==> config.mk <==
export PLATFORM = sky130hd
export DESIGN_NAME = uart_rx
export DESIGN_NICKNAME = d
export VERILOG_FILES = /design/src/rtl/uart_rx.sv
export SDC_FILE = /design/constraint.sdc
export NUM_CORES = 1
export LEC_CHECK = 0
export ABC_AREA = 1
export BUFFER_PORTS_ARGS = -buffer_cell sky130_fd_sc_hd__buf_2
export CAP_MARGIN = 20
export CORE_UTILIZATION = 65
export DETAILED_ROUTE_END_ITERATION = 6
export GPL_ROUTABILITY_DRIVEN = 0
export PLACE_DENSITY = 0.95
export SLEW_MARGIN = 0
export SYNTH_ARGS = -nofsm -noshare
export SYNTH_HDL_FRONTEND = slang
export SYNTH_SLANG_ARGS = --single-unit
==> constraint.sdc <==
create_clock -name clock -period 7.1 [get_ports clock]
set_clock_uncertainty 0.2 [all_clocks]
set_input_delay 0.355 -clock clock [delete_from_list [all_inputs] [get_ports clock]]
set_output_delay 0.355 -clock clock [all_outputs]
set_load 0.02 [all_outputs]
==> src/rtl/uart_rx.sv <==
// 8N1 UART receiver: synchronizes the async line, times bits from a runtime clock_div
// latched per frame, and reports good bytes / framing errors with one-cycle pulses.
// Optional macro UART_RX_MAJORITY_EN: 2-of-3 majority vote around every sample point.
module uart_rx #(
  parameter int SYNC_STAGES = 2
) (
  input  logic        clock,
  input  logic        reset,
  input  logic [15:0] clock_div,
  input  logic        rx,
  output logic [7:0]  rx_data,
  output logic        rx_valid,
  output logic        rx_error,
  output logic        rx_busy,
  output logic [2:0]  dbg_state
);

  typedef enum logic [2:0] {
    S_IDLE      = 3'd0,
    S_START     = 3'd1,
    S_DATA      = 3'd2,
    S_STOP      = 3'd3,
    S_WAIT_HIGH = 3'd4
  } state_t;

  state_t      state_q, state_d;
  logic [15:0] cnt_q, cnt_d;
  logic [15:0] div_q, div_d;
  logic [2:0]  bit_idx_q, bit_idx_d;
  logic [7:0]  shreg_q, shreg_d;
  logic [7:0]  rx_data_q, rx_data_d;
  logic        rx_valid_q, rx_valid_d;
  logic        rx_error_q, rx_error_d;

  logic [SYNC_STAGES-1:0] sync_q;
  logic        rxs;
  logic [15:0] half;
  logic [15:0] tgt;
  logic        sample_now;
  logic        sample_bit;
  logic [15:0] cnt_restart;

  assign rxs  = sync_q[SYNC_STAGES-1];
  assign half = {1'b0, div_q[15:1]};
  // Target count of the mid-bit sample: half a bit for start, a full bit otherwise.
  assign tgt  = (state_q == S_START) ? (half - 16'd1) : (div_q - 16'd1);

`ifdef UART_RX_MAJORITY_EN
  logic [1:0] maj_q, maj_d;

  // Decision lands one cycle after target; restarting at 1 keeps bit timing on target.
  assign sample_now  = (cnt_q == tgt + 16'd1);
  assign sample_bit  = (maj_q[0] & maj_q[1]) | (maj_q[0] & rxs) | (maj_q[1] & rxs);
  assign cnt_restart = 16'd1;

  always_comb begin
    maj_d = maj_q;
    if (state_q == S_START || state_q == S_DATA || state_q == S_STOP) begin
      if (cnt_q == tgt - 16'd1) maj_d[0] = rxs;
      if (cnt_q == tgt)         maj_d[1] = rxs;
    end
  end

  always_ff @(posedge clock) begin
    if (!reset) maj_q <= 2'b11;
    else        maj_q <= maj_d;
  end
`else
  assign sample_now  = (cnt_q == tgt);
  assign sample_bit  = rxs;
  assign cnt_restart = 16'd0;
`endif

  always_comb begin
    state_d    = state_q;
    cnt_d      = cnt_q;
    div_d      = div_q;
    bit_idx_d  = bit_idx_q;
    shreg_d    = shreg_q;
    rx_data_d  = rx_data_q;
    rx_valid_d = 1'b0;
    rx_error_d = 1'b0;
    case (state_q)
      S_IDLE: begin
        if (!rxs) begin
          state_d   = S_START;
          cnt_d     = 16'd0;
          bit_idx_d = 3'd0;
          div_d     = clock_div;
        end
      end
      S_START: begin
        if (sample_now) begin
          if (!sample_bit) begin
            state_d   = S_DATA;
            cnt_d     = cnt_restart;
            bit_idx_d = 3'd0;
          end else begin
            state_d = S_IDLE;
            cnt_d   = 16'd0;
          end
        end else begin
          cnt_d = cnt_q + 16'd1;
        end
      end
      S_DATA: begin
        if (sample_now) begin
          shreg_d[bit_idx_q] = sample_bit;
          cnt_d              = cnt_restart;
          bit_idx_d          = bit_idx_q + 3'd1;
          if (bit_idx_q == 3'd7) state_d = S_STOP;
        end else begin
          cnt_d = cnt_q + 16'd1;
        end
      end
      S_STOP: begin
        if (sample_now) begin
          cnt_d = 16'd0;
          if (sample_bit) begin
            rx_data_d  = shreg_q;
            rx_valid_d = 1'b1;
            state_d    = S_IDLE;
          end else begin
            rx_error_d = 1'b1;
            state_d    = S_WAIT_HIGH;
          end
        end else begin
          cnt_d = cnt_q + 16'd1;
        end
      end
      S_WAIT_HIGH: begin
        // A held-low break must release before another start can be seen.
        if (rxs) state_d = S_IDLE;
      end
      default: state_d = S_IDLE;
    endcase
  end

  always_ff @(posedge clock) begin
    if (!reset) begin
      sync_q     <= '1;
      state_q    <= S_IDLE;
      cnt_q      <= 16'd0;
      div_q      <= 16'd0;
      bit_idx_q  <= 3'd0;
      shreg_q    <= 8'h00;
      rx_data_q  <= 8'h00;
      rx_valid_q <= 1'b0;
      rx_error_q <= 1'b0;
    end else begin
      sync_q     <= {sync_q[SYNC_STAGES-2:0], rx};
      state_q    <= state_d;
      cnt_q      <= cnt_d;
      div_q      <= div_d;
      bit_idx_q  <= bit_idx_d;
      shreg_q    <= shreg_d;
      rx_data_q  <= rx_data_d;
      rx_valid_q <= rx_valid_d;
      rx_error_q <= rx_error_d;
    end
  end

  assign rx_data   = rx_data_q;
  assign rx_valid  = rx_valid_q;
  assign rx_error  = rx_error_q;
  assign rx_busy   = (state_q != S_IDLE);
  assign dbg_state = state_q;

endmodule

==> summary.md, run 1 <==
- **status** finished, final reports clean
- **sw frac** 0.509
- **total chip power** 1490 uW
- **number of buffers created by CTS** 9
- **number of max-cap violations** 0
- **type of the most critical hold path** input pin to flip-flop
- **final critical-path required period** 3930 ps
- **CTS Sinks** 58
- **fraction of the yosys area taken by sequential cells** 0.299
- **Mapped Cells** 633
- **flops & latches, synth** 58
- **Fmax achieved** 255 MHz
- **Resize count post-CTS** 0
- **latest clock arrival within the worst-skew pair** 350 ps
- **part of the power in registers** 0.243
- **total gr overflow** 0
- **die area** 6290 um2
- **power dissipated by switching net loads** 758 uW
- **utilization after layout** 0.745
- **area leader, netlist** dfxtp_1
- **share of power burned in the clock network** 0.183
- **predominant post-synthesis flop cell** dfxtp_1
- **number of distinct library cells after synthesis** 35
- **DR vias/cell** 5.73
- **data arrival time of the worst path** 3930 ps
- **wire length reported by the detailed router** 10200 um
- **type of element capturing the critical path** flip-flop
- **setup bufs post-CTS** 0
- **commonest cells after routing, fill and taps aside** nand2_1, nor2_1, inv_1, nand3_1, dfxtp_1
- **DRC errors left** 0
- **maximum number of pins on one net before global-route repair** 32
- **clock slew at reported path FFs** 70 ps
- **count of pins over their slew limit** 0
- **leading cell type in the layout, fill and taps excluded** nand2_1
- **total vias in the final route** 4224
- **Clock Tree Buf Depth** 2
- **fraction of layout instances using a drive strength above 1** 0.132
- **number of enable-type register cells in the synthesized netlist** 0
- **effective utilization at floorplan** 0.688
- **Least-Margin Pin Slew** 801 ps
- **maximum net fanout on the critical path** 28
- **post-route ant nets** 0
- **Internal Pwr Total** 731 uW
- **largest cells by area after synthesis** dfxtp_1, nand2_1, nand3_1
- **Detail Placement HPWL** 7570 um
- **Layout area overhead** 8.25%
- **nets** 683
- **overall track demand over capacity in global routing** 0.347
- **power density relative to cell area** 354 nW/um2
- **area after detailed placement** 4020 um2
- **IO Port Bufs** 32
- **endpoints failing setup** 0
- **mean instance size in the synthesized netlist** 6.14 um2
- **Hold Crit Endpoint** div_q[14]
- **FF-to-FF Start** dbg_state[2]
- **routed wire length per instance** 13.8 um
- **wire length of the first global-routing pass** 16700 um
- **type of the setup path with the least slack** flip-flop to flip-flop
- **Yosys warning count** 0
- **number of nets in the synthesized netlist** 656
- **Root Driver** clkbuf_8
- **count of standard-cell rows** 27
- **setup slack on the worst flop-to-flop path** 3170 ps
- **Worst Reg-to-Reg Cells** 17
- **Die Width** 79.3 um
- **cell area after technology mapping** 3880 um2
- **Final Hold Violating Endpoints** 0
- **diodes inserted** 0
- **pre-CTS setup slack** 3310 ps
- **total core area** 5640 um2
- **total iterations of the first detailed-routing run** 5
- **Required @ worst endpoint** 7110 ps
- **Min-Delay Startpoint** clock_div[14]
- **worst ir drop on vdd** 0.268 mV
- **minimum setup slack in the final design** 3170 ps
- **antenna violations before repair** 0
- **capture instance of the worst register-to-register path** cnt_q[7]
- **RSZ-0062 raised after global routing** false
- **crit path launch type** flip-flop
- **ys async rst share** 0
- **violation count after the first detailed-route iteration** 413
- **TritonCTS clock tree** yes
- **final sum of negative setup slack** 0 ps
- **number of global-route vias before repair** 3810
- **relative max-transition margin** 0.466
- **Die Span Y** 79.3 um
- **static leakage** 0.00204 uW
- **Min-Delay Path Depth** 3
- **Post-Layout Inst Area** 4200 um2
- **number of H-tree branching levels** 3
- **area share of the largest cell type after synthesis** 0.299
- **fraction of the cycle the final worst path needs** 0.553
- **IO Count** 33
- **share of total power in combinational logic** 0.574
sequential cells by signal (all words and copies together), names as in the netlist, 2 cells and up:
name and flops:
bit_idx_q 3, cnt_q 16, sync_q 2, div_q 16
dbg_state 3, rx_data 8, shreg_q 8
synth_stat cells (5+ instances only):
cell type  instances
nand2_1          192
nand4_1            8
inv_1             72
a21oi_1           29
o21ai_0           28
xor2_1            14
nand3_1           68
buf_6              5
inv_2              5
clkbuf_1           8
nor2_2             6
nand2_2           13
nor2_1            85
dfxtp_1           58
power by group through the flow:
stage               registers, uW  clock network [uW]  logic [uW]
floorplan                     368                   0         674
global placement              367                   0         791
detailed placement            368                   0         820
CTS                           361                 273         826
global route                  363                 287         943
finish                        362                 273         854
per-layer routing:
layer / GRT usage / share of wire / up-vias
met3: 0.0713 / 0.087 / 47
met4: 0.187 / 0.043 / 0
li1: - / - / 2049
met5: 0 / 0 / -
met2: 0.603 / 0.49 / 235
met1: 0.394 / 0.38 / 1893
worst max-delay path by stage:
stage / start / end / cells after the start / slack (ps)
after global routing: dbg_state[2] / rx_data[4] / 16 / 2850
after global placement: dbg_state[2] / cnt_q[3] / 17 / 3580
after floorplan: dbg_state[2] / rx_data[0] / 18 / 4190
after CTS: dbg_state[2] / rx_data[1] / 17 / 3250
final: dbg_state[2] / cnt_q[7] / 17 / 3170
after detailed placement: dbg_state[2] / rx_data[1] / 17 / 3310
repair_timing:
| item | 4_1_cts | 5_1_grt |
|---|---|---|
| endpoints found under the setup margin | 0 | 0 |
| hold buffers | 1 | 0 |
| hold endpoints to repair | 1 | 0 |
cell type report:
type	instances	area [um2]
fillers	445	1440
clock buffers	11	141
clock inverters	5	30.0
inverters	77	289
repair buffers	34	178
flip-flops and latches	58	1160
well taps	72	90.1
multi-input cells	480	2310
worst max-delay path: stages (launching register included):
cell	delay, ps
dfxtp_1	380
nor2_4	500
nand2_4	320
nand2_1	170
nand2_1	140
ha_1	350
xor2_1	220
nand3_1	130
nor2_1	110
nand2_1	60
nor2_1	80
nand2_1	70
nor2_2	150
nand4_4	140
nand2_2	190
inv_2	70
o21ai_2	420
nor2_1	80
through the flow:
stage | instances | hold WS [ps]
2_1_floorplan | 633 | 193
3_3_place_gp | 720 | 195
3_5_place_dp | 720 | 199
4_1_cts | 737 | 37.6
5_1_grt | 737 | 58.4
6_report | 737 | 41.9
kinds of logic after synthesis:
group                    after synthesis  share of synthesized area
XOR/XNOR                              16                     0.0361
adder cells (fa/ha/maj)                4                     0.0129
AND/OR/NAND/NOR                      398                      0.465
flip-flops                            58                      0.299
AO/OA/AOI/OAI                         62                     0.0825
buffers and inverters                 95                      0.105
Note: power is estimated with default switching activity, not from simulation.
==> run 2, diff against run 1 <==
--- a/config.mk
+++ b/config.mk
@@ -8,10 +8,10 @@
 export ABC_AREA = 1
 export BUFFER_PORTS_ARGS = -buffer_cell sky130_fd_sc_hd__buf_2
 export CAP_MARGIN = 20
-export CORE_UTILIZATION = 65
+export CORE_UTILIZATION = 60
 export DETAILED_ROUTE_END_ITERATION = 6
 export GPL_ROUTABILITY_DRIVEN = 0
-export PLACE_DENSITY = 0.95
+export PLACE_DENSITY = 0.89
 export SLEW_MARGIN = 0
 export SYNTH_ARGS = -nofsm -noshare
 export SYNTH_HDL_FRONTEND = slang
==> constraint.sdc (replaced) <==
create_clock -name clock -period 4.1 [get_ports clock]
set_clock_uncertainty 0.2 [all_clocks]
set_input_delay 0.205 -clock clock [delete_from_list [all_inputs] [get_ports clock]]
set_output_delay 0.205 -clock clock [all_outputs]
set_load 0.02 [all_outputs]
==> run 2 against run 1 <==
Compared with the run above:
- power rose by 81%
- maximum frequency rose by 10%
- non-clock buffer count rose by 17
- global-route usage rose by 0.69 points
- utilization fell by 2.3 points
- largest cell class unchanged
- largest power group unchanged
==> summary.md, run 2 (synthesized netlist as in run 1, its figures left out) <==
- **number of max-cap violations** 0
- **clock slew at reported path FFs** 70 ps
- **share of total power in combinational logic** 0.570
- **DR vias/cell** 5.66
- **number of global-route vias before repair** 3956
- **filler cell count** 502
- **fraction of layout instances using a drive strength above 1** 0.134
- **latest clock arrival within the worst-skew pair** 340 ps
- **final sum of negative setup slack** 0 ps
- **die area** 6800 um2
- **count of standard-cell rows** 28
- **Required @ worst endpoint** 4130 ps
- **IO Count** 33
- **capture instance of the worst register-to-register path** rx_data[5]
- **overall track demand over capacity in global routing** 0.354
- **share of power burned in the clock network** 0.198
- **Final Hold Violating Endpoints** 0
- **Fmax achieved** 281 MHz
- **Clock Tree Buf Depth** 2
- **number of buffers created by CTS** 9
- **setup bufs post-CTS** 0
- **violation count after the first detailed-route iteration** 376
- **sw frac** 0.493
- **total vias in the final route** 4277
- **effective utilization at floorplan** 0.637
- **final critical-path required period** 3550 ps
- **type of the setup path with the least slack** flip-flop to flip-flop
- **RSZ-0062 raised after global routing** false
- **status** finished, final reports clean
- **static leakage** 0.00212 uW
- **setup slack on the worst flop-to-flop path** 550 ps
- **type of the most critical hold path** input pin to flip-flop
- **Worst Reg-to-Reg Cells** 17
- **DRC errors left** 0
- **diodes inserted** 0
- **Detail Placement HPWL** 7760 um
- **IO Port Bufs** 32
- **fraction of the cycle the final worst path needs** 0.867
- **post-route ant nets** 0
- **data arrival time of the worst path** 3590 ps
- **part of the power in registers** 0.232
- **Internal Pwr Total** 1370 uW
- **crit path launch type** flip-flop
- **relative max-transition margin** 0.457
- **nets** 700
- **number of H-tree branching levels** 3
- **Min-Delay Path Depth** 3
- **maximum number of pins on one net before global-route repair** 32
- **antenna violations before repair** 0
- **CTS Sinks** 58
- **Die Span Y** 82.5 um
- **Layout area overhead** 13.3%
- **TritonCTS clock tree** yes
- **routed wire length per instance** 14.4 um
- **FF-to-FF Start** dbg_state[2]
- **total gr overflow** 0
- **total core area** 6100 um2
- **total iterations of the first detailed-routing run** 6
- **power dissipated by switching net loads** 1330 uW
- **instance count after placement with tap cells included** 726
- **Die Width** 82.5 um
- **wire length of the first global-routing pass** 18000 um
- **Min-Delay Startpoint** clock_div[3]
- **maximum net fanout on the critical path** 27
- **type of element capturing the critical path** flip-flop
- **Least-Margin Pin Slew** 814 ps
- **Hold Crit Endpoint** div_q[3]
- **power density relative to cell area** 612 nW/um2
- **leading cell type in the layout, fill and taps excluded** nand2_1
- **commonest cells after routing, fill and taps aside** nand2_1, nor2_1, inv_1, nand3_1, dfxtp_1
- **count of pins over their slew limit** 0
- **wire length reported by the detailed router** 10900 um
- **final non-filler cell total** 756
- **Root Driver** clkbuf_8
- **endpoints failing setup** 0
- **largest registers in the final layout** cnt_q (16), div_q (16)
- **worst ir drop on vdd** 0.478 mV
## run 2: cell count changes in the layout (fill, tap and decap cells not counted), sizes merged
cell / before / now
clkinvlp: 2 / 1
buf: 33 / 36
clkinv: 3 / 2
dlygate4sd3: 1 / 15
bufinv: 0 / 1
## run 2: how the worst max path moves through the flow
stage	from	end	slack, ps
final	dbg_state[2]	rx_data[5]	550
after global routing	dbg_state[2]	rx_data[4]	280
after CTS	dbg_state[2]	rx_data[4]	660
after detailed placement	dbg_state[2]	rx_data[4]	680
after global placement	dbg_state[2]	cnt_q[3]	890
after floorplan	dbg_state[2]	rx_data[0]	1190
## run 2: power groups by stage
stage	sequential, uW	combinational (uW)	clock, uW
finish	625	1540	532
global route	628	1680	564
CTS	623	1470	540
detailed placement	635	1450	0
global placement	634	1400	0
floorplan	637	1170	0
## run 2: final cells by class
class,instances,area (um2),area share
Clock inverter,4,51.3,0.0117
Tap cell,75,93.8,0.0213
Inverter,77,289,0.0657
Sequential cell,58,1160,0.264
Multi-Input combinational cell,480,2310,0.526
Timing Repair Buffer,51,340,0.0773
Clock buffer,11,151,0.0344
## run 2: worst max-delay path, cell delays in order (launching register included)
cell      delay (ps)
dfxtp_1          380
nor2_4           290
nand2_4           70
buf_4            230
nand2_1          110
nand2_2           80
ha_1             310
xor2_1           200
nand3_1          130
nor2_1           140
nand2_1           60
nor2_1           110
nand2_1           80
nor2_2           150
nand4_4          140
nand2b_1         460
nor2_1           240
nor2_1            70
## run 2: timing repair
item	4_1_cts	5_1_grt
hold endpoints to repair	15	0
hold buffers	15	0
gates resized for setup	0	0
## run 2: metal layers
metal	up-vias	routed length, um	share of wire	global-route usage
met5	-	0	0	0
met4	0	371	0.034	0.160
met3	45	978	0.090	0.0725
met2	231	5200	0.48	0.599
met1	1924	4310	0.40	0.429
li1	2077	-	-	-
## run 2: through the flow
stage	utilization	hold WS [ps]	area [um2]	total power, uW	setup slack, ps
2_1_floorplan	-	112	3880	1800	1190
3_3_place_gp	0.664	194	4050	2030	892
3_5_place_dp	0.664	194	4050	2090	679
4_1_cts	0.722	23.0	4400	2640	663
5_1_grt	0.722	56.0	4400	2870	276
6_report	0.722	44.6	4400	2690	546
